--- config.mk ---
export PLATFORM = sky130hd
export DESIGN_NAME = mem_port_arbiter
export DESIGN_NICKNAME = d
export VERILOG_FILES = /design/src/rtl/mem_port_arbiter.sv
export SDC_FILE = /design/constraint.sdc
export NUM_CORES = 1
export LEC_CHECK = 0
export CAP_MARGIN = 5
export CORE_ASPECT_RATIO = 0.5
export CORE_MARGIN = 8
export CORE_UTILIZATION = 34
export DETAILED_ROUTE_END_ITERATION = 7
export MAX_ROUTING_LAYER = met4
export PLACE_DENSITY_LB_ADDON = 0.08
export SETUP_SLACK_MARGIN = 0.4
export SLEW_MARGIN = 25
export SYNTH_ARGS = -nofsm -noshare
export SYNTH_HDL_FRONTEND = slang
export SYNTH_SLANG_ARGS = --single-unit
--- constraint.sdc ---
create_clock -name clk -period 2.5 [get_ports clk]
set_clock_uncertainty 0.1 [all_clocks]
set_input_delay 0.375 -clock clk [delete_from_list [all_inputs] [get_ports clk]]
set_output_delay 0.375 -clock clk [all_outputs]
set_load 0.005 [all_outputs]
--- src/rtl/mem_port_arbiter.sv ---
// mem_port_arbiter: shares one memory port between an instruction-fetch
// requester (I) and a load-store requester (D). One transaction is in
// flight at a time; D has priority unless I has been starved for
// STARVE_LIMIT consecutive D grants. A flush squashes in-flight reads
// (the port is drained without a response) but never a committed store.
module mem_port_arbiter #(
  parameter int unsigned STARVE_LIMIT = 4
) (
  input  logic        clk,
  input  logic        rst,
  input  logic        flush,
  // instruction-fetch side
  input  logic        i_read,
  input  logic [31:0] i_addr,
  output logic [31:0] i_rdata,
  output logic        i_resp,
  // load-store side
  input  logic        d_read,
  input  logic        d_write,
  input  logic [3:0]  d_mbe,
  input  logic [31:0] d_addr,
  input  logic [31:0] d_wdata,
  output logic [31:0] d_rdata,
  output logic        d_resp,
  // shared memory port
  output logic        mem_read,
  output logic        mem_write,
  output logic [3:0]  mem_mbe,
  output logic [31:0] mem_addr,
  output logic [31:0] mem_wdata,
  input  logic [31:0] mem_rdata,
  input  logic        mem_resp
);

  localparam int unsigned CW = $clog2(STARVE_LIMIT + 1);
  localparam logic [CW-1:0] LIMIT = CW'(STARVE_LIMIT);

  typedef enum logic [1:0] {
    IDLE,
    SERVE_I,
    SERVE_D,
    DRAIN
  } state_e;

  state_e        state_q, state_d;
  logic [CW-1:0] starve_q, starve_d;
  logic          mem_read_q, mem_read_d;
  logic          mem_write_q, mem_write_d;
  logic [3:0]    mem_mbe_q, mem_mbe_d;
  logic [31:0]   mem_addr_q, mem_addr_d;
  logic [31:0]   mem_wdata_q, mem_wdata_d;

  logic d_req;
  logic i_starved;

  assign d_req     = d_read | d_write;
  assign i_starved = i_read && (starve_q == LIMIT);

  // Next-state, starvation counter, port command and response decode.
  always_comb begin
    // NOTE: every signal written here gets a default first, so no path
    // leaves one unassigned and no latch is inferred.
    state_d     = state_q;
    starve_d    = starve_q;
    mem_read_d  = mem_read_q;
    mem_write_d = mem_write_q;
    mem_mbe_d   = mem_mbe_q;
    mem_addr_d  = mem_addr_q;
    mem_wdata_d = mem_wdata_q;
    i_resp      = 1'b0;
    d_resp      = 1'b0;
    i_rdata     = '0;
    d_rdata     = '0;

    unique case (state_q)
      IDLE: begin
        // I not waiting: its starvation history is irrelevant.
        if (!i_read) starve_d = '0;
        if (flush) begin
          // No grant during a flush cycle.
        end else if (d_req && !i_starved) begin
          state_d     = SERVE_D;
          // Read and write together is a store.
          mem_read_d  = ~d_write;
          mem_write_d = d_write;
          mem_addr_d  = d_addr;
          mem_mbe_d   = d_write ? d_mbe : 4'b1111;
          mem_wdata_d = d_write ? d_wdata : 32'd0;
          if (i_read && (starve_q != LIMIT)) starve_d = starve_q + CW'(1);
        end else if (i_read) begin
          state_d     = SERVE_I;
          mem_read_d  = 1'b1;
          mem_write_d = 1'b0;
          mem_addr_d  = i_addr;
          mem_mbe_d   = 4'b1111;
          mem_wdata_d = 32'd0;
          starve_d    = '0;
        end
      end

      SERVE_I: begin
        if (mem_resp) begin
          // A flush landing with the response squashes it outright.
          i_resp      = ~flush;
          i_rdata     = flush ? 32'd0 : mem_rdata;
          state_d     = IDLE;
          mem_read_d  = 1'b0;
          mem_write_d = 1'b0;
        end else if (flush) begin
          state_d = DRAIN;
        end
      end

      SERVE_D: begin
        if (mem_resp) begin
          // Stores are committed and always acknowledged; loads are
          // squashed by a coincident flush.
          d_resp      = mem_write_q | ~flush;
          d_rdata     = (mem_write_q | ~flush) ? mem_rdata : 32'd0;
          state_d     = IDLE;
          mem_read_d  = 1'b0;
          mem_write_d = 1'b0;
        end else if (flush && mem_read_q) begin
          state_d = DRAIN;
        end
      end

      DRAIN: begin
        // Command stays on the port until memory finishes; no response.
        if (mem_resp) begin
          state_d     = IDLE;
          mem_read_d  = 1'b0;
          mem_write_d = 1'b0;
        end
      end

      default: state_d = IDLE;
    endcase

    // A flush clears starvation history in every state.
    if (flush) starve_d = '0;
  end

  // State and registered port command, asynchronously reset.
  always_ff @(posedge clk or posedge rst) begin
    if (rst) begin
      state_q     <= IDLE;
      starve_q    <= '0;
      mem_read_q  <= 1'b0;
      mem_write_q <= 1'b0;
      mem_mbe_q   <= 4'b1111;
      mem_addr_q  <= '0;
      mem_wdata_q <= '0;
    end else begin
      // NOTE: non-blocking assignments so every flop samples the values
      // from before this edge, independent of statement order.
      state_q     <= state_d;
      starve_q    <= starve_d;
      mem_read_q  <= mem_read_d;
      mem_write_q <= mem_write_d;
      mem_mbe_q   <= mem_mbe_d;
      mem_addr_q  <= mem_addr_d;
      mem_wdata_q <= mem_wdata_d;
    end
  end

  assign mem_read  = mem_read_q;
  assign mem_write = mem_write_q;
  assign mem_mbe   = mem_mbe_q;
  assign mem_addr  = mem_addr_q;
  assign mem_wdata = mem_wdata_q;

endmodule
Yosys cells after proc, flatten, opt, wreduce, memory -nomap -nowiden. Index checks and enable logic that the tools add are counted.

Register bits after elaboration: 75. Bits of input ports: 139. Output and inout port bits: 136. Word-level logic and storage cells: 77.

Add/subtract/negate cells: 1. Equality and inequality tests: 11. Multiplexer cells: 42. Bitwise gates (word level): 4. Reductions and logical operators: 12.

Operator list (number): 32-bit 2-to-1 mux (11); 3-bit 2-to-1 mux (6); 2-bit 2-to-1 mux (8); 4-bit 2-to-1 mux (3); 3-bit != test (second input constant) (4); 1-bit 2-to-1 mux (11); 2-bit one-hot mux with 4 select lines (1); 3-bit AND reduction (2); 5-bit AND reduction (1); 2-bit == test (second input constant) (2); 1-bit logical AND (4); 2-bit != test (second input constant) (2); 1-bit one-hot mux with 2 select lines (2); 2-bit nonzero test (2); 3-bit by 1-bit adder with 3-bit output (second input constant) (1); 3-bit == test (second input constant) (1); 3-bit OR reduction (1); 2-bit by 1-bit == test with 1-bit output (second input constant) (1); 2-bit zero test (1); 2-bit by 1-bit != test with 1-bit output (second input constant) (1); 1-bit inverter (2); 1-bit OR (2); 1-bit zero test (1).

Longest topological paths before layout. Gate-level depths: netlist of run 1.

Depth in word-level cells: 7. Depth in mapped cells: 9. Gate-level depth less buffers: 6.

Worst setup path before layout of run 1. Ideal clock, no wire load.

Path type: reg-to-reg. From: register state_q[0]. To: register mem_wdata_q[0], in the netlist mem_wdata[0]. Setup time: 0.121 ns. Arrival: 1.548 ns. Required time: 2.279 ns. Slack: 0.731 ns. Stages on the path, launching flop included: 9. Path buffers: 3. Clock period less this slack: 1.769 ns. Cells stage by stage: dfrtp_1 inv_1 ha_1 nand2b_1 or2_1 buf_4 buf_6 buf_6 a22o_1.

Word-level cells in the longest chain between the ends: 2.

RTL lines: start, declared (line 45) `state_e state_q, state_d;`; start signal, assigned (line 157) `state_q <= state_d;`; 2-bit zero test (line 75) `unique case (state_q)`; 3-bit AND reduction (no line); end signal, assigned (line 163) `mem_wdata_q <= mem_wdata_d;`; end, declared (line 51) `logic [31:0] mem_wdata_q, mem_wdata_d;`.

Every way passes these cells. A chain may end at the register's enable or synchronous reset.

Worst setup path in the final report of run 1.
From: register state_q[1]. To: output port d_rdata[16].

Word-level cells in the longest chain between the ends: 2.

RTL lines: 2-bit == test (line 75); 32-bit 2-to-1 mux (line 75); end, declared (line 23) `output logic [31:0] d_rdata,`.

Every way passes these cells.

==> results.json, run 1 <==
{
  "clock_sink_count": 75,
  "ys.flop_type": "dfrtp_1",
  "post-route-drc-count": 0,
  "postRouteAntennaNets": 0,
  "yosysSeqAreaShare_pct": 51.1,
  "vias_per_cell": 4.70,
  "coreArea_um2": 10800,
  "ys_types": 32,
  "end_kind": "output pin",
  "ys_seq_elements": 75,
  "period_share_pct": 88.9,
  "avgSynthCellArea_um2": 10.7,
  "drive_gt1_share_pct": 28.7,
  "place.gp.congestion": 0.763,
  "start_util_pct": 34.2,
  "io_pins": 275,
  "synthCells": 345,
  "clock_path_buffers": 2,
  "syn_to_final_growth_pct": 103,
  "antenna_found_initial": 0,
  "dpl_worst_slack_ps": 6.26,
  "grt_max_degree": 76,
  "worstPathArrival_ps": 1750,
  "required_ps": 2030,
  "synth-async-reset-ratio_pct": 100,
  "overflow": 0,
  "cp-start-kind": "flip-flop",
  "powerDensity_nw_per_um2": 906,
  "fillers": 802,
  "ys_warn_count": 0,
  "crit_type": "reg2out",
  "synth_edf_count": 0,
  "clk_latency_ps": 330,
  "worstMarginPinSlew_ps": 472,
  "vdd.ir_drop.worst_uv": 476,
  "num_vias": 3690,
  "drt_iter0_drc": 156,
  "max_slew_margin_pct": 68.2,
  "wl_per_cell_um": 19.8,
  "multi_input_area_um2": 1830,
  "tns_ps": 0,
  "grt_pass1_vias": 4011,
  "antennaDiodeCount": 0,
  "track_usage_pct": 20.2,
  "dieArea_um2": 14600,
  "grt_pass1_wl_um": 22300,
  "routed_wl_um": 15500,
  "io_buffers": 274,
  "synth_area_um2": 3680,
  "cts_hold_buf": 0,
  "whs_ps": 378,
  "final_hold_viol_count": 0,
  "period_needed_ps": 2220,
  "finalNetCount": 781,
  "clkTransAtPathRegs_ps": 60,
  "cts_tree": "yes",
  "rsz0062_at_grt": "true",
  "die_w_um": 163,
  "crit_fanout": 4,
  "post-route-util_pct": 69.4,
  "die_h_um": 89.6,
  "layout_setup_ws_ps": 277,
  "setup_violations": 0,
  "hold_path.class": "reg2reg",
  "drtPass1Iterations": 4,
  "p_total_uw": 6770,
  "syn-num-nets": 491,
  "num_rows": 27,
  "cts_root_buf": "clkbuf_16",
  "cap_violations": 0,
  "dpl.hpwl_um": 10900,
  "htree_levels": 3,
  "ff_latch_area_um2": 1880,
  "numCtsBuffers": 9,
  "leakagePower_uw": 0.00337,
  "slew_violations": 0,
  "status": "completed",
  "fmax_mhz": 450
}
registers in the layout, summed over array words and instances, names as in the netlist:
signal,flops
starve_q,3
mem_read,1
state_q,2
mem_write,1
mem_wdata,32
mem_addr,32
mem_mbe,4
stage by stage:
| stage | std cells | cell area (um2) |
|---|---|---|
| floorplan | 345 | 3690 |
| global placement | 750 | 6620 |
| detailed placement | 750 | 6620 |
| CTS | 783 | 7140 |
| global route | 785 | 7470 |
| finish | 785 | 7470 |
final timing paths:
path                              start            to  slack [ps]  cells past startpoint
max                          state_q[1]   d_rdata[16]         280                      7
min                        mem_addr[27]  mem_addr[27]         380                      2
max reg2reg                  state_q[1]  mem_wdata[6]         520                      7
min reg2reg                mem_addr[27]  mem_addr[27]         380                      2
max in group asynchronous           rst    mem_mbe[1]        1520                      3
min in group asynchronous           rst  mem_wdata[4]         400                      3
placed cells by master, fill, tap and decap left out, drive strengths merged, types with 2 or more instances in the layout:
cell	count
clkdlybuf4s50	206
buf	92
clkinv	3
clkinvlp	2
bufinv	2
nand2	36
o21ai	35
dfrtp	71
a22oi	2
a22o	33
and2	64
a32o	2
o22a	4
dfstp	4
nand3	2
nor3	2
dlygate4sd2	2
inv	6
a21oi	2
clkbuf	12
nor2	6
mux2i	34
ha	7
what timing repair did:
item / CTS / global route
pin swaps: 24 / 30
setup endpoints to repair: 66 / 74
cloned: 7 / 1
gates resized for setup: 262 / 137
buffers inserted: 10 / 1
worst max-delay path, cell delays in order, from the launching register on:
cell	delay, ps
dfrtp_1	400
buf_6	140
ha_4	160
o211a_4	170
buf_8	150
buf_16	130
and2_4	150
buf_6	110
routing by layer:
| metal | vias to the layer above | GRT usage, % | wire length, um |
|---|---|---|---|
| li1 | 1785 | - | - |
| met1 | 1742 | 25.4 | 6720 |
| met2 | 154 | 31.2 | 7370 |
| met3 | 9 | 7.28 | 1350 |
| met4 | 0 | 4.13 | 77 |
| met5 | - | - | 0 |
cells in the mapped netlist, drive strengths merged (4+ instances only):
cell type  count  area [um2]
o22a           4        35.0
nand2         36         135
ha             7        87.6
o21ai         35         175
dfstp          4         105
a22o          33         289
and2          64         400
buf           15         105
dfrtp         71        1780
clkbuf         9        33.8
inv            7        26.3
nor2           6        30.0
mux2i         34         340
kinds of logic after synthesis:
kind of cell | count (synthesis) | synth area share [%]
muxes | 34 | 9.24
buffers and inverters | 31 | 4.48
and+or+nand+nor | 116 | 17.1
DFF | 75 | 51.1
AOI/OAI and AO/OA | 82 | 15.7
adders and majority gates | 7 | 2.38
area by class of cell:
cell class | instances | area share, %
clock inverters | 6 | 1.21
clock buffers | 10 | 3.06
inverters | 7 | 0.402
multi-input cells | 239 | 24.4
repair buffers | 303 | 43.3
well taps | 145 | 2.43
flip-flops and latches | 75 | 25.2
power by group:
part           total, uW  internal, uW  switching (uW)  leakage [uW]
sequential          2140          1810             329      0.000951
combinational       3260          2060            1210       0.00227
clock               1370           875             495      0.000153
Note: power is estimated with default switching activity, not from simulation.
==> run 2: changes to the inputs <==
SLEW_MARGIN = 20   (was 25)
==> results of run 2 <==
Final layout, timing and power as in run 1 (identical DEF).
==> run 3: changes to the inputs <==
ABC_CLOCK_PERIOD_IN_PS = 2500   (was unset)
==> results of run 3 <==
Final layout, timing and power as in run 1 (identical DEF).
